File: src/rtl/note_sequencer_if.sv
// Signal bundle between the UART byte source / player control and the note sequencer.
interface note_sequencer_if #(
  parameter int DEPTH = 16
);
  localparam int CW = $clog2(DEPTH) + 1;

  logic          rx_valid;
  logic [7:0]    rx_data;
  logic          play_en;
  logic [7:0]    tone;
  logic          tone_en;
  logic          busy;
  logic [CW-1:0] fifo_count;
  logic          overflow;

  modport master (
    output rx_valid, rx_data, play_en,
    input  tone, tone_en, busy, fifo_count, overflow
  );

  modport slave (
    input  rx_valid, rx_data, play_en,
    output tone, tone_en, busy, fifo_count, overflow
  );
endinterface

File: src/rtl/note_sequencer.sv
// Assembles (note, duration) byte pairs from a UART stream into a FIFO and plays
// them on a beeper with millisecond timing and a fixed silent gap after each note.
//
// state | meaning
// IDLE  | waiting for a queued pair and play_en
// LOAD  | one cycle: latch tone, compute remaining ms from duration
// PLAY  | note sounding (gated by play_en), counting down ms
// GAP   | silent gap of GAP_MS after the note
module note_sequencer #(
  parameter int CLK_FREQ = 12000000,
  parameter int DEPTH    = 16,
  parameter int GAP_MS   = 10
) (
  input logic             sys_clk,
  input logic             sys_rst_n,
  note_sequencer_if.slave bus
);
  localparam int MS_DIV = CLK_FREQ / 1000;
  localparam int AW     = $clog2(DEPTH);
  localparam int CW     = AW + 1;
  localparam int PW     = (MS_DIV > 1) ? $clog2(MS_DIV) : 1;
  localparam int RS_CYC = 255 * MS_DIV;
  localparam int RW     = $clog2(RS_CYC + 1);

  typedef enum logic [1:0] {S_IDLE, S_LOAD, S_PLAY, S_GAP} state_t;

  state_t        state, state_nx;
  logic          phase;
  logic [7:0]    note_hold;
  logic [RW-1:0] rs_cnt;
  logic          wr_req, wr_ok, full, pop;
  logic [15:0]   mem [DEPTH];
  logic [AW-1:0] wr_ptr, rd_ptr;
  logic [CW-1:0] count, count_nx;
  logic          overflow_q;
  logic [7:0]    cur_note, cur_dur;
  logic [11:0]   remain;
  logic [PW-1:0] psc;
  logic          run, tick;
  logic [7:0]    tone_q, tone_nx;
  logic          tone_en_q, tone_en_nx;
  logic          busy_q, busy_nx;

  assign wr_req = bus.rx_valid && phase;

  // A half-received pair is abandoned after 255 ms of silence on the byte stream.
  always_ff @(posedge sys_clk or negedge sys_rst_n) begin
    if (!sys_rst_n) begin
      phase     <= 1'b0;
      note_hold <= '0;
      rs_cnt    <= '0;
    end else if (bus.rx_valid) begin
      phase <= ~phase;
      if (!phase) begin
        note_hold <= bus.rx_data;
        rs_cnt    <= RW'(RS_CYC - 1);
      end
    end else if (phase) begin
      if (rs_cnt == '0) phase <= 1'b0;
      else              rs_cnt <= rs_cnt - RW'(1);
    end
  end

  assign full     = (count == CW'(DEPTH));
  assign wr_ok    = wr_req && !full;
  assign count_nx = count + CW'(wr_ok) - CW'(pop);

  always_ff @(posedge sys_clk) begin
    if (wr_ok) mem[wr_ptr] <= {note_hold, bus.rx_data};
  end

  always_ff @(posedge sys_clk or negedge sys_rst_n) begin
    if (!sys_rst_n) begin
      wr_ptr     <= '0;
      rd_ptr     <= '0;
      count      <= '0;
      overflow_q <= 1'b0;
    end else begin
      if (wr_ok) wr_ptr <= wr_ptr + AW'(1);
      if (pop)   rd_ptr <= rd_ptr + AW'(1);
      count      <= count_nx;
      overflow_q <= wr_req && full;
    end
  end

  assign run  = bus.play_en && (state == S_PLAY || state == S_GAP);
  assign tick = run && (psc == PW'(MS_DIV - 1));

  always_ff @(posedge sys_clk or negedge sys_rst_n) begin
    if (!sys_rst_n) state <= S_IDLE;
    else            state <= state_nx;
  end

  always_comb begin
    state_nx = state;
    case (state)
      S_IDLE:  if (count != '0 && bus.play_en) state_nx = S_LOAD;
      S_LOAD:  state_nx = (cur_dur == 8'd0) ? S_IDLE : S_PLAY;
      S_PLAY:  if (tick && remain == 12'd1) state_nx = S_GAP;
      S_GAP:   if (tick && remain == 12'd1) state_nx = S_IDLE;
      default: state_nx = S_IDLE;
    endcase
  end

  // Sound gate is registered from the next state so it tracks PLAY cycle for cycle.
  always_comb begin
    pop        = (state == S_IDLE) && (state_nx == S_LOAD);
    tone_nx    = (state == S_LOAD) ? cur_note : tone_q;
    tone_en_nx = (state_nx == S_PLAY) && bus.play_en && (tone_nx != 8'd0);
  end

  assign busy_nx = (state_nx != S_IDLE) || (count_nx != '0);

  always_ff @(posedge sys_clk or negedge sys_rst_n) begin
    if (!sys_rst_n) begin
      cur_note  <= '0;
      cur_dur   <= '0;
      tone_q    <= '0;
      tone_en_q <= 1'b0;
      busy_q    <= 1'b0;
      remain    <= '0;
      psc       <= '0;
    end else begin
      if (pop) {cur_note, cur_dur} <= mem[rd_ptr];
      tone_q    <= tone_nx;
      tone_en_q <= tone_en_nx;
      busy_q    <= busy_nx;
      if (state == S_LOAD)                           remain <= 12'(cur_dur) * 12'd10;
      else if (state == S_PLAY && state_nx == S_GAP) remain <= 12'(GAP_MS);
      else if (tick)                                 remain <= remain - 12'd1;
      if (state_nx != state) psc <= '0;
      else if (run)          psc <= tick ? '0 : psc + PW'(1);
    end
  end

  assign bus.tone       = tone_q;
  assign bus.tone_en    = tone_en_q;
  assign bus.busy       = busy_q;
  assign bus.fifo_count = count;
  assign bus.overflow   = overflow_q;
endmodule

File: src/flat_wrapper.sv
// flat-port wrapper written by rule: the top's interface ports become plain ports
module note_sequencer_flat 
#(
  parameter int CLK_FREQ = 12000000,
  parameter int DEPTH    = 16,
  parameter int GAP_MS   = 10
)
  (sys_clk, sys_rst_n, bus_rx_valid, bus_rx_data, bus_play_en, bus_tone, bus_tone_en, bus_busy, bus_fifo_count, bus_overflow);
  note_sequencer_if #(.DEPTH(DEPTH)) bus_i ();
  input logic sys_clk;
  input logic sys_rst_n;
  input wire logic [$bits(bus_i.rx_valid)-1:0] bus_rx_valid;
  input wire logic [$bits(bus_i.rx_data)-1:0] bus_rx_data;
  input wire logic [$bits(bus_i.play_en)-1:0] bus_play_en;
  output wire logic [$bits(bus_i.tone)-1:0] bus_tone;
  output wire logic [$bits(bus_i.tone_en)-1:0] bus_tone_en;
  output wire logic [$bits(bus_i.busy)-1:0] bus_busy;
  output wire logic [$bits(bus_i.fifo_count)-1:0] bus_fifo_count;
  output wire logic [$bits(bus_i.overflow)-1:0] bus_overflow;
  assign bus_i.rx_valid = bus_rx_valid;
  assign bus_i.rx_data = bus_rx_data;
  assign bus_i.play_en = bus_play_en;
  assign bus_tone = bus_i.tone;
  assign bus_tone_en = bus_i.tone_en;
  assign bus_busy = bus_i.busy;
  assign bus_fifo_count = bus_i.fifo_count;
  assign bus_overflow = bus_i.overflow;
  note_sequencer #(.CLK_FREQ(CLK_FREQ), .DEPTH(DEPTH), .GAP_MS(GAP_MS)) u_core (.sys_clk(sys_clk), .sys_rst_n(sys_rst_n), .bus(bus_i));
endmodule
File: config.mk
export PLATFORM = sky130hd
export DESIGN_NAME = note_sequencer_flat
export DESIGN_NICKNAME = d
export VERILOG_FILES = /design/src/rtl/note_sequencer_if.sv /design/src/rtl/note_sequencer.sv /design/src/flat_wrapper.sv
export SDC_FILE = /design/constraint.sdc
export NUM_CORES = 1
export LEC_CHECK = 0
export CAP_MARGIN = 40
export CORE_MARGIN = 1
export CORE_UTILIZATION = 35
export CTS_CLUSTER_SIZE = 16
export DETAILED_ROUTE_END_ITERATION = 8
export GPL_TIMING_DRIVEN = 0
export PLACE_DENSITY = 0.56
export SLEW_MARGIN = 20
export SYNTH_ARGS = -nofsm -noshare
export SYNTH_HDL_FRONTEND = slang
export SYNTH_SLANG_ARGS = --single-unit
File: constraint.sdc
create_clock -name sys_clk -period 5.8 [get_ports sys_clk]
set_input_delay 0.58 -clock sys_clk [delete_from_list [all_inputs] [get_ports sys_clk]]
set_output_delay 0.58 -clock sys_clk [all_outputs]
set_load 0.05 [all_outputs]
# After elaboration in Yosys (flattened, before gate mapping)
# Memory sizes are Yosys's and may differ from the RTL's. A register that Yosys moved wholly into a read port is not among the register bits.
# Cells that the tools add are included.
# classes
n_addsub,7
bitwise,1
mux,21
eq_ne,12
multipliers,1
n_reduce_logical,27
# op_table
operator,count
$mux W22,4
$mux W14,3
$mux W12,3
$logic_not A22 Y1,1
$sub A22 B1 Y22 const B,1
$add A14 B1 Y14 const B,1
$eq A14 B14 Y1 const B,1
$eq A12 B1 Y1 const B,1
$sub A12 B1 Y12 const B,1
$logic_and A1 B1 Y1,11
$mul A8 B3 Y11 const B,1
$reduce_bool A5 Y1,2
$add A4 B1 Y4 const B,2
$eq A2 B2 Y1 const B,4
$logic_not A8 Y1,1
$mux W2,4
$mux W8,1
$pmux W2 S4,1
$reduce_bool A8 Y1,1
$reduce_bool A2 Y1,3
$add A5 B1 Y5,1
$eq A5 B5 Y1 const B,1
$mux W1,5
$sub A5 B1 Y5,1
other kinds (10),14
# word_totals
elab_cells,83
out_inout_bits,16
n_memories,1
register_bits,83
input_bits,12
ram_bits,256
# mem_list
memory,words,width,read_ports,rd_ports_with_merged_regs,wr,line,text
u_core.mem,16,16,1,1,1,note_sequencer.sv:32,logic [15:0] mem [DEPTH];

# Longest topological paths before layout
# Gate-level depths: netlist of the first run.
# logic_depth
depth_word,12
mapped_depth,15
mapped_depth_nobuf,15

# Worst setup path after synthesis of the first run
# Ideal clock, no wire load.
# synth_path
path_type,reg2reg
startpoint,"reg u_core.count[3], in the netlist u_core.bus.fifo_count[3]"
endpoint,"reg u_core.busy_q, in the netlist u_core.bus.busy"
required_ns,5.662
stages_incl_launch_ff,16
setup_time_ns,0.138
period_less_slack_ns,3.425
arrival_ns,3.287
path_buffers,0
setup_slack_ns,2.375
path_cell_list,dfrtp_1 > inv_1 > ha_1 > or4b_1 > nand3_1 > inv_1 > ha_1 > inv_1 > ha_1 > inv_1 > fa_1 > inv_1 > a21oi_1 > o21bai_1 > xnor2_1 > or4b_1
# synth_between
elab_chain_len,9
elab_cells_between_ends,14
cone_classes,2 x add/sub; 2 x eq/ne; 2 x mux; 8 x reduce/logical
# synth_lines
item,line,text
from (decl),note_sequencer.sv:34,"logic [CW-1:0] count, count_nx;"
from (signal assigned),note_sequencer.sv:81,count <= count_nx;
$reduce_bool A5 Y1,note_sequencer.sv:97,S_IDLE: if (count != '0 && bus.play_en) state_nx = S_LOAD;
$logic_and A1 B1 Y1,note_sequencer.sv:97,
$mux W2,note_sequencer.sv:97,
$pmux W2 S4,note_sequencer.sv:96,case (state)
$eq A2 B1 Y1,note_sequencer.sv:107,pop = (state == S_IDLE) && (state_nx == S_LOAD);
$logic_and A1 B1 Y1,note_sequencer.sv:107,
named net u_core.pop,note_sequencer.sv:31,"logic wr_req, wr_ok, full, pop;"
$sub A5 B1 Y5,note_sequencer.sv:66,assign count_nx = count + CW'(wr_ok) - CW'(pop);
named net u_core.count_nx[4],note_sequencer.sv:34,
$reduce_bool A5 Y1,note_sequencer.sv:112,assign busy_nx = (state_nx != S_IDLE) || (count_nx != '0);
$logic_or A1 B1 Y1,note_sequencer.sv:112,
named net u_core.busy_nx,note_sequencer.sv:42,"logic busy_q, busy_nx;"
to (signal assigned),note_sequencer.sv:127,busy_q <= busy_nx;
to (decl),note_sequencer.sv:42,
# The timed path passes the listed nets, and every way through them passes these cells.
# A chain may end at the register's enable or synchronous reset.

# Final worst setup path of the first run
# layout_path
startpoint,"reg u_core.count[2], in the netlist u_core.bus.fifo_count[2]"
endpoint,"reg u_core.busy_q, in the netlist u_core.bus.busy"
# Same word-level chain as after synthesis.

==> impl_metrics.csv, run 1 <==
group,metric,value,unit
floorplanning,placementRows,75,
sta,setup_slack,2.280,ns
job,drv_cap,0,
clock_tree,cts_resized,0,
worst_setup_path,crit_chain,"inv_1, ha_1, or4b_1, nand3_1, inv_1, ha_1, inv_1, ha_1, inv_1, fa_1, inv_1, a21oi_1, o21bai_1, xnor2_1, or4b_1",
synth,synth_fp_nets,1026,
power,cellPowerDensity,373.8,nW/um^2
synth,synth_top_area_cell,"edfxtp_1",
global_routing,first_global_vias,8963,
placed_design,place_inst,1573,
sta,layout_min_cycle_time,3.520,ns
sta,drv_slew,0,
global_routing,grt_first_pass_wirelength,53.14,mm
worst_setup_path,setup.worst_path.class,"reg -> reg",
synth,syn-cell-area,15070,sq um
routing,via_count,8675,
worst_setup_path,cpPeakStageDelay,0.53,ns
synth,yosys_most_used_dff,"edfxtp_1",
power,power_leakage,6.076,nW
clock_tree,insertion_delay,0.53,ns
final_layout,nets,1116,
synth,syn_avg_cell_area,15.33,sq um
synth,async_flop_share,27.89,%
global_routing,grt_max_degree,74,
worst_setup_path,worstPathRequired,6.20,ns
worst_setup_path,critPathBufInv,5,
sta,finClkSkew,0.01653,ns
synth,ys_top_cells_by_area,"edfxtp_1 51%, dfrtp_1 16%, mux4_2 9.6%",
power,vdd_drop_max,0.1988,mV
clock_tree,cts_made_buffers,36,
clock_tree,clkSinkCount,355,
worst_setup_path,crit_path_top_delay_cell,"or4b_1",
placed_design,place_ws,1.980,ns
synth,yosysMostFrequentCell,"edfxtp_1",
synth,synth.top_cell.area_share,51.02,%
final_layout,num-fill-cells,3802,
floorplanning,initial_core_util,35.68,%
placed_design,dp_hpwl,23.56,mm
final_layout,design_area,17560,sq um
synth,yosysWarnings,0,
sta,holdWs,0.4769,ns
sta,fin_crit_sh,60.69,%
sta,rsz0062_at_grt,"no",
sta,worstMarginPinSlew,0.8848,ns
sta,hold_violations,0,
final_layout,layout-drive-gt1-share,19.27,%
worst_setup_path,crit_fanout,5,
final_layout,seq_area,10160,sq um
placed_design,dpl_cell_area,16350,sq um
worst_setup_path,critical_path.startpoint_type,"flop",
global_routing,antenna_found_initial,0,
sta,finalSetupTns,0,ns
clock_tree,htreeDepth,2,
sta,setup_viol,0,
clock_tree,path_clk_slew,0.06,ns
routing,drt_iter0_markers,626,
global_routing,grt-ovfl-total,0,
worst_setup_path,end_kind,"flop",
synth,synth_cells,983,
final_layout,fin_util,41.58,%
worst_setup_path,arrival,3.92,ns
synth,ys_types,65,
placed_design,port_buffers,27,
synth,synth-edff-count,256,
final_layout,final_cells,1639,
floorplanning,fp.coreArea,42230,sq um
routing,first_pass_iters,5,
power,report.power.total,6.563,mW
outcome,outcome,"completed",
placed_design,gp_congestion,0.8084,
final_layout,antenna_cells,0,
floorplanning,dieArea,43880,sq um
floorplanning,pin_count,28,
clock_tree,cts_tree,"done",
hold_path,hold_class,"in -> async",
sta,fmax,284.1,MHz
routing,detail-route-antenna-nets,0,
final_layout,syn_to_final_growth,16.53,%
synth,synth_commonest_cells,"256 x edfxtp_1, 99 x dfrtp_1, 99 x nand2_1",
floorplanning,dieHeight,209.5,microns
global_routing,grt_usage,15.98,%
synth,ys_ff_latch,355,
worst_setup_path,critical-path-top-delay-family,"simple AND/OR/NAND/NOR gates",
final_layout,multi_input_area,4701,sq um
clock_tree,cts_root_buf,"clkbuf_16",
routing,wl,34.10,mm
floorplanning,die-width,209.5,microns
routing,viasPerCell,5.293,
sta,slew_headroom,41.01,%
clock_tree,clockBufferDepth,3,
routing,wire_per_inst,20.81,microns
routing,remaining_drc_errors,0,
synth,synth_seq_area_share,67.46,%
worst_setup_path,worst_path_most_repeated_cell,"inv_1",
[cell type report]
class | count | area share [%]
flip-flops and latches | 355 | 57.90
multi-input cells | 562 | 26.77
clock buffers | 50 | 5.780
well taps | 539 | 3.841
repair buffers | 52 | 3.207
clock inverters | 15 | 1.040
plain buffers | 40 | 0.9051
inverters | 26 | 0.5559
[registers in the layout, summed over array words and instances, names as in the netlist, 8 cells and up]
signal,count
u_core.rs_cnt,22
u_core.cur_dur,8
u_core.mem,256
u_core.psc,14
u_core.cur_note,8
u_core.note_hold,8
u_core.bus.tone,8
u_core.remain,12
[cells in the final DEF, fill, tap and decap left out, drive strengths merged, types with 5 or more instances in the layout]
master	netlist	final
nand4	7	7
o21ai	25	25
and2	5	5
nand2	99	99
clkdlybuf4s50	0	26
or2	6	6
a21oi	28	28
inv	26	28
mux2	26	26
dfrtp	99	99
o211ai	7	7
clkinv	0	10
mux2i	5	5
a31oi	8	8
a22oi	16	16
edfxtp	256	256
or3	5	5
nor2	56	56
ha	29	29
mux4	64	64
and3	6	6
nor4	19	19
xor2	6	6
buf	13	38
nand3	30	30
xnor2	13	13
clkbuf	27	77
a22o	5	5
nor3	28	28
[final timing paths]
path                                  endpoint                     start  depth (start not counted)  slack [ns]
setup / recovery               u_core.bus.busy  u_core.bus.fifo_count[2]                         15        2.28
hold / removal                   u_core.psc[2]                 sys_rst_n                          2        0.48
setup reg to reg               u_core.bus.busy  u_core.bus.fifo_count[2]                         15        2.28
hold reg to reg             u_core.cur_note[1]        u_core.cur_note[1]                          2        0.48
max in group asynchronous  u_core.note_hold[7]                 sys_rst_n                          3        4.65
min in group sys_clk        u_core.cur_note[1]        u_core.cur_note[1]                          2        0.48
[where the power goes]
part | leakage [nW] | switching [mW] | internal (mW) | total [mW]
registers | 3.53 | 0.288 | 3.11 | 3.40
clock network | 0.592 | 0.985 | 1.37 | 2.36
logic | 1.95 | 0.500 | 0.309 | 0.808
total | 6.08 | 1.77 | 4.79 | 6.56
[worst register-to-register path: cells and delay by family (launching register included)]
kind / cells / cell delay (ns)
buf+inv: 5 / 0.43
compound gates: 2 / 0.21
simple gates: 3 / 1.23
xor+xnor: 1 / 0.09
flops: 1 / 0.39
fa+ha+maj: 4 / 1.01
[layer usage]
| layer | vias to the layer above | routed length [microns] | track usage [%] |
|---|---|---|---|
| met5 | - | 0 | 0 |
| met4 | 0 | 610 | 4.304 |
| met3 | 39 | 1263 | 2.215 |
| met2 | 149 | 16750 | 26.95 |
| met1 | 4469 | 15480 | 21.72 |
| li1 | 4018 | - | - |
[what timing repair did]
action                                  4_1_cts  5_1_grt
endpoints found under the setup margin        0        0
hold buffers                                  1        0
hold endpoints to repair                     26        0
buffers inserted                              0        0
[logic make-up (layout without fill, tap and decap cells)]
logic type / count (synthesis) / in the layout / synth area share [%]
AO/OA/AOI/OAI: 130 / 130 / 5.780
multiplexers: 95 / 95 / 11.84
XOR/XNOR: 19 / 19 / 1.104
flip-flops: 355 / 355 / 67.46
adder cells (fa/ha/maj): 31 / 31 / 2.674
AND/OR/NAND/NOR: 287 / 287 / 9.434
buffers and inverters: 66 / 183 / 1.702
No activity file was read; power rests on OpenSTA's default activity.
==> run 2: changes to the inputs <==
PLACE_DENSITY = 0.58   (was 0.56)
clock period = 2.85 ns   (was 5.8 ns; I/O delays follow)
==> run 2 against run 1 <==
The run now ends with negative setup slack left. Maximum frequency rose by 16%. Clock skew up 0.0027 ns. Cell count rose by 0.24%. Largest cell class unchanged. Highest routed layer unchanged.
==> impl_metrics.csv, run 2 (synthesis results as in run 1) <==
group,metric,value,unit
global_routing,grt-ovfl-total,0,
floorplanning,die-width,209.5,microns
routing,detail-route-antenna-nets,0,
power,netSwitchingPower,3.701,mW
final_layout,regMostFlops,"u_core.mem",
sta,hold_violations,0,
routing,wl,34.10,mm
routing,viasPerCell,5.305,
global_routing,first_global_vias,8801,
routing,drt_iter0_markers,727,
placed_design,port_buffers,27,
floorplanning,dieHeight,209.5,microns
final_layout,largest_reg_flops,256,
sta,holdWs,0.1871,ns
placed_design,dp_hpwl,22.35,mm
routing,wire_per_inst,20.76,microns
power,power_leakage,6.080,nW
worst_setup_path,r2r_start,"u_core.bus.fifo_count[2]",
power,power_switching_share,27.17,%
floorplanning,pin_count,28,
clock_tree,htreeDepth,2,
final_layout,fin_util,41.98,%
clock_tree,insertion_delay,0.53,ns
hold_path,hold_class,"in -> async",
sta,setup_slack,-0.1922,ns
worst_setup_path,end_kind,"flop",
placed_design,gp_congestion,0.8381,
worst_setup_path,critical_path.startpoint_type,"flop",
sta,slew_headroom,47.14,%
final_layout,num-fill-cells,3798,
final_layout,antenna_cells,0,
clock_tree,path_clk_slew,0.06,ns
global_routing,grt_first_pass_wirelength,53.36,mm
power,combPwrFrac,13.6,%
placed_design,place_ws,-0.4470,ns
clock_tree,cts_made_buffers,38,
global_routing,grt_usage,16.08,%
worst_setup_path,critPathCapture,"u_core.bus.busy",
power,pwr-share-clk,35.8,%
clock_tree,cts_root_buf,"clkbuf_16",
sta,finClkSkew,0.01925,ns
final_layout,syn_to_final_growth,17.65,%
outcome,violations,"negative setup slack",
sta,setup_viol,1,
worst_setup_path,arrival,3.45,ns
outcome,outcome,"complete, but fails checks",
sta,drv_slew,0,
floorplanning,initial_core_util,35.68,%
sta,worstMarginPinSlew,0.7928,ns
worst_setup_path,setup.worst_path.class,"reg -> reg",
power,cellPowerDensity,768.3,nW/um^2
final_layout,largest_registers,"u_core.mem: 256 flops, u_core.rs_cnt: 22 flops, u_core.psc: 14 flops",
clock_tree,clkSinkCount,355,
worst_setup_path,worstPathRequired,3.25,ns
routing,via_count,8716,
final_layout,final_common_cell,"edfxtp_1",
sta,fin_crit_sh,106.7,%
global_routing,antenna_found_initial,0,
floorplanning,fp.coreArea,42230,sq um
routing,remaining_drc_errors,0,
floorplanning,placementRows,75,
worst_setup_path,crit_path_start,"u_core.bus.fifo_count[2]",
worst_setup_path,crit_fanout,2,
worst_setup_path,r2r_setup_slack,-0.19,ns
floorplanning,dieArea,43880,sq um
power,p_int,9.918,mW
worst_setup_path,r2r-end,"u_core.bus.busy",
sta,finalSetupTns,-0.1922,ns
job,drv_cap,0,
power,seqPwrFrac,50.6,%
power,vdd_drop_max,0.3631,mV
sta,rsz0062_at_grt,"yes",
global_routing,grt_max_degree,72,
sta,fmax,328.7,MHz
sta,layout_min_cycle_time,3.042,ns
clock_tree,cts_tree,"done",
final_layout,layout-drive-gt1-share,20.83,%
clock_tree,clockBufferDepth,3,
worst_setup_path,reg2reg_depth,15,
final_layout,final_cell_mix,"256 x edfxtp_1, 99 x nand2_1, 97 x dfrtp_1, 64 x mux4_2, 44 x nor2_1",
routing,first_pass_iters,4,
final_layout,nets,1117,
==> run 2: cell types whose count changed in the layout (fill, tap and decap cells not counted), moves of 3 or more <==
cell / previous run / this run
nor3_4: 0 / 4
nor3_2: 5 / 2
ha_1: 29 / 26
nor2_4: 0 / 11
buf_8: 9 / 5
ha_4: 0 / 3
buf_4: 7 / 10
clkbuf_16: 37 / 41
inv_1: 26 / 20
inv_2: 0 / 5
nor2_2: 12 / 1
==> run 2: cell type report <==
cell class	instances	area [sq um]	share of cell area, %
repair buffers	51	530.5	2.993
clock inverters	17	140.1	0.7906
multi-input cells	562	4852	27.37
well taps	539	674.4	3.805
plain buffers	40	160.2	0.9035
flip-flops and latches	355	10170	57.36
inverters	26	100.1	0.5647
clock buffers	53	1101	6.212
==> run 2: repair_timing <==
action,in CTS,in global routing
resized for setup,10,6
gates cloned,0,0
setup endpoints to repair,1,29
hold endpoints to repair,28,0
buffers inserted,7,2
hold buffers,1,0
pin swaps,5,6
==> run 2: worst min path at each step <==
stage | slack (ns) | endpoint | start | cells after the start
floorplan | -0.01 | u_core.bus.busy | sys_rst_n | 0
global placement | 0.47 | u_core.cur_note[2] | u_core.cur_note[2] | 2
detailed placement | 0.18 | u_core.psc[6] | sys_rst_n | 1
CTS | 0.18 | u_core.bus.tone[7] | sys_rst_n | 2
global route | 0.20 | u_core.psc[6] | sys_rst_n | 2
finish | 0.19 | u_core.psc[6] | sys_rst_n | 2
==> run 2: critical path, stage by stage, from the launching register on <==
cell and delay (ns):
dfrtp_2 0.40, inv_2 0.09, ha_4 0.13, or4b_4 0.48, nand3_4 0.10, inv_4 0.04
ha_4 0.20, inv_2 0.06, ha_4 0.12, inv_2 0.04, fa_2 0.36, inv_2 0.07
a21oi_2 0.05, o21bai_1 0.17, xnor2_1 0.09, or4b_1 0.52
==> run 2: metal layers <==
layer	vias to the layer above	GRT usage, %	wire, microns
met5	-	0	0
met4	0	5.084	755
met3	48	2.753	1669
met2	214	26.26	16700
met1	4430	21.95	14980
li1	4024	-	-
==> run 2: metrics by stage <==
step / cells / cell area, sq um / power [mW]
global placement: 1549 / 16050 / 8.529
CTS: 1640 / 17680 / 13.72
floorplan: 983 / 15110 / 7.903
detailed placement: 1562 / 16330 / 8.730
global route: 1643 / 17730 / 14.20
finish: 1643 / 17730 / 13.62
==> run 2: power by group through the flow <==
stage	sequential [mW]	clock (mW)	combinational [mW]
CTS	6.89	4.98	1.85
finish	6.89	4.88	1.86
detailed placement	7.00	0	1.73
floorplan	6.91	0	0.996
global route	6.98	5.18	2.04
global placement	6.96	0	1.56
==> run 3: changes to the inputs <==
CORE_UTILIZATION = 56   (was 35)
PLACE_DENSITY = 0.82   (was 0.58)
TNS_END_PERCENT = 100   (was default)
==> run 3 against run 2 <==
Sequential cell count is the same. Clock skew grew 0.0084 ns. Total power shrank 1.2%. Die area is 37% lower. The flow finishes with violations (design-rule violations, negative setup slack). Sequential share of layout area is 1.1 points higher.
==> impl_metrics.csv, run 3 (synthesis results as in run 1) <==
group,metric,value,unit
sta,hold_violations,0,
final_layout,nets,1121,
sta,worstMarginPinSlew,0.8623,ns
sta,drv_slew,0,
worst_setup_path,reg2reg_depth,15,
clock_tree,insertion_delay,0.53,ns
final_layout,final_common_cell,"edfxtp_1",
worst_setup_path,arrival,3.52,ns
clock_tree,cts_root_buf,"clkbuf_16",
global_routing,grt-ovfl-total,0,
routing,viasPerCell,6.395,
routing,first_pass_iters,7,
worst_setup_path,crit_fanout,2,
placed_design,dp_hpwl,21.94,mm
worst_setup_path,setup.worst_path.class,"reg -> reg",
power,report.power.total,13.46,mW
worst_setup_path,r2r_start,"u_core.bus.fifo_count[2]",
routing,remaining_drc_errors,1,
routing,wire_per_inst,23.68,microns
clock_tree,clkSinkCount,355,
global_routing,antenna_found_initial,0,
final_layout,largest_reg_flops,256,
sta,finClkSkew,0.02770,ns
floorplanning,pin_count,28,
sta,fin_crit_sh,110.2,%
final_layout,layout-drive-gt1-share,20.72,%
floorplanning,die-width,166.0,microns
power,power_leakage,6.068,nW
routing,detail-route-antenna-nets,0,
outcome,outcome,"complete, but fails checks",
power,vdd_drop_max,0.4342,mV
global_routing,grt_first_pass_wirelength,53.25,mm
routing,drt_iter0_markers,1053,
floorplanning,fp.coreArea,26210,sq um
clock_tree,clockBufferDepth,3,
floorplanning,dieHeight,166.0,microns
placed_design,place_ws,-0.5503,ns
worst_setup_path,r2r_setup_slack,-0.29,ns
placed_design,gp_congestion,0.8587,
final_layout,antenna_cells,0,
global_routing,first_global_vias,9384,
outcome,violations,"design-rule violations, negative setup slack",
clock_tree,path_clk_slew,0.06,ns
sta,rsz0062_at_grt,"yes",
placed_design,port_buffers,27,
global_routing,grt_max_degree,57,
floorplanning,dieArea,27570,sq um
clock_tree,cts_made_buffers,36,
worst_setup_path,end_kind,"flop",
sta,setup_slack,-0.2919,ns
routing,via_count,9209,
clock_tree,cts_tree,"done",
final_layout,syn_to_final_growth,15.45,%
power,cellPowerDensity,773.7,nW/um^2
sta,layout_min_cycle_time,3.142,ns
final_layout,final_cell_mix,"256 x edfxtp_1, 99 x nand2_1, 97 x dfrtp_1, 64 x mux4_2, 44 x nor2_1",
global_routing,grt_usage,25.60,%
floorplanning,initial_core_util,57.49,%
worst_setup_path,worstPathRequired,3.23,ns
final_layout,regMostFlops,"u_core.mem",
worst_setup_path,critical_path.startpoint_type,"flop",
sta,fmax,318.3,MHz
floorplanning,placementRows,59,
routing,wl,34.10,mm
sta,setup_viol,1,
final_layout,largest_registers,"u_core.mem: 256 flops, u_core.rs_cnt: 22 flops, u_core.psc: 14 flops",
job,drv_cap,0,
sta,slew_headroom,42.52,%
worst_setup_path,r2r-end,"u_core.bus.busy",
clock_tree,htreeDepth,2,
hold_path,hold_class,"in -> async",
## run 3: changes by cell type in the layout (fill, tap and decap cells not counted), sizes merged
cell and change:
clkinv -4, clkbuf -3, inv +3, buf +5
## run 3: area by class of cell
type / count / area, sq um
Sequential cell: 355 / 10170
Fill cell: 1651 / 8812
Multi-Input combinational cell: 562 / 4781
Clock buffer: 49 / 1011
Timing Repair Buffer: 57 / 609.3
Tap cell: 335 / 419.2
Buffer: 40 / 158.9
Clock inverter: 16 / 147.6
Inverter: 26 / 100.1
## run 3: worst max-delay path, cell delays in order, from the launching register on
cell      delay, ns
dfrtp_2        0.41
inv_2          0.09
ha_4           0.12
or4b_4         0.49
nand3_4        0.10
inv_4          0.05
ha_4           0.20
inv_2          0.06
ha_4           0.13
inv_2          0.04
fa_2           0.36
inv_2          0.08
a21oi_2        0.06
o21bai_1       0.23
xnor2_1        0.12
or4b_1         0.49
## run 3: metal layers
layer	wire length [microns]	track usage [%]	vias to the layer above
met5	0	0	-
met3	2757	4.528	89
met2	17020	42.51	484
met1	13290	34.19	4621
met4	1024	9.468	0
li1	-	-	4015
## run 3: report_power, final
part / leakage [nW] / internal, mW / switching (mW) / total, mW
combinational: 1.97 / 0.750 / 1.18 / 1.93
clock: 0.564 / 2.69 / 1.93 / 4.62
sequential: 3.53 / 6.33 / 0.578 / 6.91
total: 6.07 / 9.77 / 3.69 / 13.5
## run 3: what timing repair did
action                     4_1_cts  5_1_grt
hold endpoints to repair        43        0
pin swaps                        6        3
setup endpoints to repair        2        1
resized for setup               10        0
buffers inserted                 6        1
hold buffers                     1        0
## run 3: worst max-delay path by stage
stage                             startpoint                        to  slack (ns)  cells after the start
floorplan           u_core.bus.fifo_count[2]           u_core.bus.busy       -0.32                     15
global placement                   sys_rst_n  u_core.bus.fifo_count[2]       -2.68                      1
detailed placement  u_core.bus.fifo_count[2]           u_core.bus.busy       -0.55                     15
CTS                 u_core.bus.fifo_count[3]           u_core.bus.busy       -0.23                     15
global route        u_core.bus.fifo_count[3]           u_core.bus.busy       -0.37                     15
finish              u_core.bus.fifo_count[2]           u_core.bus.busy       -0.29                     15
## run 3: metrics by stage
stage                     cells  setup TNS [ns]  instance area, sq um  hold WS (ns)  util [%]
after floorplan             983         -0.3240                 15110      -0.01059         -
after global placement     1345         -524.52                 15800        0.4804     60.28
after detailed placement   1365          -4.518                 16120        0.2392     61.51
after CTS                  1437         -0.2285                 17380        0.2587     66.31
after global routing       1440         -0.3965                 17390        0.2875     66.37
final                      1440         -0.2919                 17390        0.2580     66.37
